## src/rtl/condicionador_entrada.sv

```systemverilog
// condicionador_entrada
//   Conditions a bouncing push-button and a 4-bit digit switch bank for the
//   downstream track-state FSM. Both inputs are brought into the clk domain
//   by 2-flop synchronizers. The button is then debounced by a four-state
//   FSM. Each accepted press produces a single-cycle pulse and captures the
//   digit.
//
//   Parameters
//     DEBOUNCE_CICLOS  consecutive synchronized samples needed to accept a
//                      press or a release (2..65535, default 16)
//
//   Ports
//     clk            in   single clock, rising edge
//     reset          in   asynchronous, active-high reset
//     botao_insere   in   raw bouncing push-button (asynchronous)
//     chaves_numero  in   raw digit switches (asynchronous)
//     insere         out  one-cycle pulse per accepted press
//     numero         out  digit captured at the accepted press
//     ocupado        out  high while the FSM is away from OCIOSO
//     erro_bcd       out  a non-BCD digit was rejected at the last accept
//
//   Optional feature
//     CONDICIONADOR_FILTRO_BCD_EN  when defined, an accept whose digit is
//     greater than 9 gives no pulse and leaves numero unchanged. It sets
//     erro_bcd instead, and erro_bcd stays set until the next valid accept.
//     When undefined, every digit is accepted and erro_bcd is tied low.

module condicionador_entrada #(
    parameter int unsigned DEBOUNCE_CICLOS = 16
) (
    input  logic       clk,
    input  logic       reset,
    input  logic       botao_insere,
    input  logic [3:0] chaves_numero,
    output logic       insere,
    output logic [3:0] numero,
    output logic       ocupado,
    output logic       erro_bcd
);

    localparam int unsigned CW = $clog2(DEBOUNCE_CICLOS);
    localparam logic [CW-1:0] CNT_MAX = CW'(DEBOUNCE_CICLOS - 1);

    typedef enum logic [1:0] {
        OCIOSO,
        FILTRA_PRESS,
        PRESSIONADO,
        FILTRA_SOLTA
    } estado_t;

    estado_t       r_estado;
    estado_t       w_prox_estado;
    logic [CW-1:0] r_cnt;
    logic [CW-1:0] w_prox_cnt;
    logic          w_aceita;

    logic          r_botao_meta;
    logic          r_botao_s;
    logic [3:0]    r_chaves_meta;
    logic [3:0]    r_chaves_s;

    logic          r_insere;
    logic          w_prox_insere;
    logic [3:0]    r_numero;
    logic [3:0]    w_prox_numero;

    // Synchronizers
    always_ff @(posedge clk or posedge reset) begin
        if (reset) begin
            r_botao_meta  <= 1'b0;
            r_botao_s     <= 1'b0;
            r_chaves_meta <= '0;
            r_chaves_s    <= '0;
        end else begin
            r_botao_meta  <= botao_insere;
            r_botao_s     <= r_botao_meta;
            r_chaves_meta <= chaves_numero;
            r_chaves_s    <= r_chaves_meta;
        end
    end

    // FSM state register
    always_ff @(posedge clk or posedge reset) begin
        if (reset) begin
            r_estado <= OCIOSO;
            r_cnt    <= '0;
        end else begin
            r_estado <= w_prox_estado;
            r_cnt    <= w_prox_cnt;
        end
    end

    // Next state. The sample that leaves OCIOSO or PRESSIONADO is not
    // counted. The filter states then need DEBOUNCE_CICLOS further agreeing
    // samples, counted from 0 up to DEBOUNCE_CICLOS-1.
    always_comb begin
        w_prox_estado = r_estado;
        w_prox_cnt    = r_cnt;
        w_aceita      = 1'b0;
        unique case (r_estado)
            OCIOSO: begin
                if (r_botao_s) begin
                    w_prox_estado = FILTRA_PRESS;
                    w_prox_cnt    = '0;
                end
            end
            FILTRA_PRESS: begin
                if (!r_botao_s) begin
                    w_prox_estado = OCIOSO;
                    w_prox_cnt    = '0;
                end else if (r_cnt == CNT_MAX) begin
                    w_prox_estado = PRESSIONADO;
                    w_prox_cnt    = '0;
                    w_aceita      = 1'b1;
                end else begin
                    w_prox_cnt    = r_cnt + CW'(1);
                end
            end
            PRESSIONADO: begin
                if (!r_botao_s) begin
                    w_prox_estado = FILTRA_SOLTA;
                    w_prox_cnt    = '0;
                end
            end
            FILTRA_SOLTA: begin
                if (r_botao_s) begin
                    w_prox_estado = PRESSIONADO;
                    w_prox_cnt    = '0;
                end else if (r_cnt == CNT_MAX) begin
                    w_prox_estado = OCIOSO;
                    w_prox_cnt    = '0;
                end else begin
                    w_prox_cnt    = r_cnt + CW'(1);
                end
            end
            default: begin
                w_prox_estado = OCIOSO;
                w_prox_cnt    = '0;
            end
        endcase
    end

`ifdef CONDICIONADOR_FILTRO_BCD_EN
    logic r_erro;
    logic w_prox_erro;

    // Accept handling with the BCD filter. A rejected digit still moves the
    // FSM to PRESSIONADO, so the held button gives no retry pulse.
    always_comb begin
        w_prox_insere = 1'b0;
        w_prox_numero = r_numero;
        w_prox_erro   = r_erro;
        if (w_aceita) begin
            if (r_chaves_s > 4'd9) begin
                w_prox_erro   = 1'b1;
            end else begin
                w_prox_insere = 1'b1;
                w_prox_numero = r_chaves_s;
                w_prox_erro   = 1'b0;
            end
        end
    end

    always_ff @(posedge clk or posedge reset) begin
        if (reset) begin
            r_erro <= 1'b0;
        end else begin
            r_erro <= w_prox_erro;
        end
    end

    assign erro_bcd = r_erro;
`else
    always_comb begin
        w_prox_insere = 1'b0;
        w_prox_numero = r_numero;
        if (w_aceita) begin
            w_prox_insere = 1'b1;
            w_prox_numero = r_chaves_s;
        end
    end

    assign erro_bcd = 1'b0;
`endif

    // Registered outputs
    always_ff @(posedge clk or posedge reset) begin
        if (reset) begin
            r_insere <= 1'b0;
            r_numero <= '0;
        end else begin
            r_insere <= w_prox_insere;
            r_numero <= w_prox_numero;
        end
    end

    assign insere  = r_insere;
    assign numero  = r_numero;
    assign ocupado = (r_estado != OCIOSO);

endmodule

```

## config.mk

```make
export PLATFORM = sky130hd
export DESIGN_NAME = condicionador_entrada
export DESIGN_NICKNAME = d
export VERILOG_FILES = /design/src/rtl/condicionador_entrada.sv
export SDC_FILE = /design/constraint.sdc
export NUM_CORES = 1
export LEC_CHECK = 0
export ABC_AREA = 1
export CORE_ASPECT_RATIO = 1.25
export CORE_UTILIZATION = 47
export CTS_BUF_LIST = sky130_fd_sc_hd__clkbuf_2
export CTS_CLUSTER_SIZE = 10
export DETAILED_ROUTE_END_ITERATION = 6
export PLACE_DENSITY = 0.84
export SETUP_SLACK_MARGIN = 0.4
export SYNTH_ARGS = -nofsm -noshare
export SYNTH_HDL_FRONTEND = slang
export SYNTH_SLANG_ARGS = --single-unit
```

## constraint.sdc

```tcl
create_clock -name clk -period 1.2 [get_ports clk]
set_clock_uncertainty 0.1 [all_clocks]
set_input_delay 0.3 -clock clk [delete_from_list [all_inputs] [get_ports clk]]
set_output_delay 0.3 -clock clk [all_outputs]
set_load 0.02 [all_outputs]
```

======== After elaboration in Yosys (flattened, before gate mapping) ========
Index checks and enable logic that the tools add are counted.
word-level totals
  bits in registers ....................... 21
  bits in latches ......................... 0
  memory bits (writable) .................. 0
  bits in read-only memories .............. 0
  memories kept ........................... 0
cells by class
  add/sub/neg operators ................... 1
  multipliers ............................. 0
  div/mod/pow operators ................... 0
  $lt $le $gt $ge ......................... 0
  equal/unequal tests ..................... 8
  shift operators ......................... 0
  mux-type cells .......................... 17
  bitwise operators ....................... 0
  reductions and logical operators ........ 4
operators by type and width
  kind                                                                    count
  4-bit 2-to-1 mux                                                        5
  4-bit case mux with 4 select lines                                      1
  2-bit 2-to-1 mux                                                        6
  2-bit case mux with 4 select lines                                      1
  3-bit inequality test (second input constant)                           2
  4-bit by 1-bit adder with 4-bit output (second input constant)          1
  2-bit equality test (second input constant)                             2
  4-bit equality test (second input constant)                             1
  1-bit 2-to-1 mux                                                        4
  2-bit inequality test (second input constant)                           2
  4-bit AND reduction                                                     1
  2-bit by 1-bit equality test with 1-bit output (second input constant)  1
  2-bit logical NOT                                                       1
  2-bit AND reduction                                                     1
  2-bit nonzero test                                                      1

======== Longest topological paths before layout ========
  word-level depth ........................ 5
  gate-level depth with buffers ........... 7
  depth with buffers taken out ............ 7

======== Least setup slack after synthesis ========
No wires, ideal clock.
  path type ............................... register -> register
  start ................................... reg r_cnt[0]
  end ..................................... reg r_cnt[2]
  setup time .............................. 0.065 ns
  data arrival time ....................... 1.045 ns
  slack ................................... -0.010 ns
  cell stages (with the launch flop) ...... 7
  period minus slack after synthesis ...... 1.210 ns
  cell sequence ........................... dfrtp_1 ha_1 nand3_4 nand2_1 o21ai_0 nand2_1 nand2_1
between the ends
  longest elaborated chain between the ends .. 4
  elaborated cells on any way between the ends .. 6
ends and longest elaborated chain
  item                                                                                  RTL line  RTL
  start: declaration                                                                    53        logic [CW-1:0] r_cnt;
  start signal: assignment                                                              89        r_cnt <= w_prox_cnt;
  4-bit by 1-bit adder with 4-bit output / 4-bit equality test (equally long branches)  -
  4-bit 2-to-1 mux *                                                                    111, 129
  4-bit 2-to-1 mux (on tied branches)                                                   126, 108
  4-bit case mux with 4 select lines *                                                  100       unique case (r_estado)
Every way passes the cells marked *; elsewhere a longest branch is shown, timed or not.
A chain may end at the register's enable or synchronous reset.

==> results.ini <==
[run_status]
status = complete, but fails checks
failed_checks = negative setup slack

[clock_network]
cts.sinks = 21
root_buffer = clkbuf_2
hold_buffers = 0
clock_latency_ns = 0.30
cts_tree = done
clk_pin_slew_ns = 0.19
clockBufferDepth = 2
cts_htree_levels = 1
cts_made_buffers = 3

[layout]
fin_nets = 110
diodes = 0
regArea_um2 = 526
final_layout_size_suffix_gt1_share_pct = 43.6
nFillCells = 94
final_cell_mix = 21 x dfrtp_1, 18 x nand2_1, 11 x buf_4
layout_commonest_cell = dfrtp_1
multi_input_comb_area_um2 = 314
design_area_um2 = 1150
area_growth_pct = 43.9
final_core_util_pct = 72.9

[detailed_routing]
viasPerCell = 4.91
drt_iter0_markers = 10
drc = 0
postRouteAntennaNets = 0
routedWlPerCell_um = 13.0
drt-total-wl_um = 1540
num_vias = 584
firstDrtPassIters = 4

[placed_design]
hpwl_um = 930
dpl_worst_slack_ns = -0.297
gp_congestion = 0.811
port-buffer-count = 12
dpl_cell_area_um2 = 988

[global_route]
grt_usage_pct = 17.4
antenna_found_initial = 0
grt_pass1_wl_um = 2150
grt_pass1_vias = 521
grt_start_max_net_pins = 22
grt-ovfl-total = 0

[power]
vdd_ir_drop_max_mv = 1.21
p_clk_share_pct = 14.1
swShare_pct = 35.9
comb_power_share_pct = 42.9
share_seq_of_total_power_pct = 43.0
p_int_mw = 1.26
switching_power_mw = 0.706
power_density_nw_per_um2 = 1710
p_total_mw = 1.97
power_leakage_nw = 0.600

[sta]
hold_violations = 0
finalCritPeriodShare_pct = 116
fmax_mhz = 716
setup_viol = 16
final_max_slew_viol_count = 0
period_needed_ns = 1.40
finalSetupTns_ns = -1.50
setup_ws_ns = -0.196
grt_setup_unrepaired = true

[yosys]
seq_area_frac_synth_pct = 65.6
synth_nets = 82
synth_warnings = 0
synth_cells = 74
synth_area_um2 = 801
syn_area_per_cell_um2 = 10.8
synth-seq-cells = 21
yosysUniqueCellTypes = 18

[setup_path]
r2r_cells = 8
arrival_ns = 1.00
required_ns = 0.80
path_class = reg2out
end_kind = output pin
startpoint_type = flip-flop
r2r_end = numero[1]$_DFFE_PP0P_
crit_fanout = 2
r2r_slack_ns = -0.17

[floorplanning]
fp.dieW_um = 38.9
design.die.area_um2 = 1870
num_rows = 16
pin_count = 14
core_region_area_um2 = 1580
initial_utilization_pct = 50.6
fp.dieH_um = 48.2

[flow_run]
maxCapViolCount = 0

[min_path]
min_path_type = in2async

## power by group through the flow
stage | clock [mW] | combinational (mW) | sequential [mW]
CTS | 0.289 | 0.627 | 0.845
finish | 0.278 | 0.843 | 0.846
floorplan | 0 | 0.348 | 0.846
global route | 0.317 | 0.912 | 0.854
detailed placement | 0 | 0.463 | 0.863
global placement | 0 | 0.442 | 0.854
## critical path: stages (launching register included)
cell and delay, ns:
dfrtp_1 0.43, inv_2 0.09, nand2_4 0.05, buf_6 0.12
## per-layer routing
metal	share of wire, %	global-route usage [%]	vias up
met5	0	0	-
met4	0.39	7.59	0
met3	2.3	4.57	2
met2	54	29.7	12
met1	43	20.7	285
li1	-	-	285
## cells in the mapped netlist, drive strengths merged
| master | instances | share of area, % |
|---|---|---|
| o21ai | 7 | 4.4 |
| dfrtp | 21 | 66 |
| nand2 | 26 | 13 |
| xnor2 | 1 | 1.1 |
| ha | 1 | 1.6 |
| nor2 | 2 | 2.2 |
| conb | 1 | 0.47 |
| xor2 | 1 | 1.1 |
| inv | 7 | 3.3 |
| buf | 2 | 1.6 |
| nand3 | 5 | 5.3 |
## logic make-up (layout without fill, tap and decap cells)
family                     Yosys count  in the layout  share of synthesized area (%)
AOI/OAI and AO/OA                    7              7                           4.37
other                                1              1                          0.468
DFF                                 21             21                           65.6
adders and majority gates            1              1                           1.56
xor gates and xnor gates             2              2                           2.19
and+or+nand+nor                     33             33                           20.9
buffers and inverters                9             36                           4.84
## sequential cells by signal, indices dropped and copies added, names as in the netlist, named ones only
signal,count
numero,4
r_botao_s,1
r_cnt,4
r_estado,1
r_botao_meta,1
insere,1
r_chaves_meta,4
r_chaves_s,4
## worst max path at each step
stage | slack [ns] | end | cells past startpoint
finish | -0.20 | ocupado | 3
global route | -0.27 | ocupado | 3
CTS | -0.20 | ocupado | 3
detailed placement | -0.30 | ocupado | 3
global placement | -0.26 | ocupado | 3
floorplan | 0.08 | flip-flop | 5
## cell type report
class | instances | area share, %
sequential | 21 | 45.6
multi-input combinational | 44 | 27.3
tap | 18 | 1.95
timing repair buffer | 25 | 21.0
clock buffer | 3 | 1.30
clock inverter | 1 | 0.434
inverter | 7 | 2.50
## timing repair
action	4_1_cts	5_1_grt
pin swaps	4	6
buffers inserted	5	5
resized for setup	48	11
cloned	0	0
setup endpoints to repair	17	17
## per-stage QoR
step                      cells  hold WS [ns]
after floorplan              74         0.177
after global placement      105         0.231
after detailed placement    105         0.235
after CTS                   114         0.161
after global routing        119         0.165
final                       119         0.171
No activity file was read; power rests on OpenSTA's default activity.
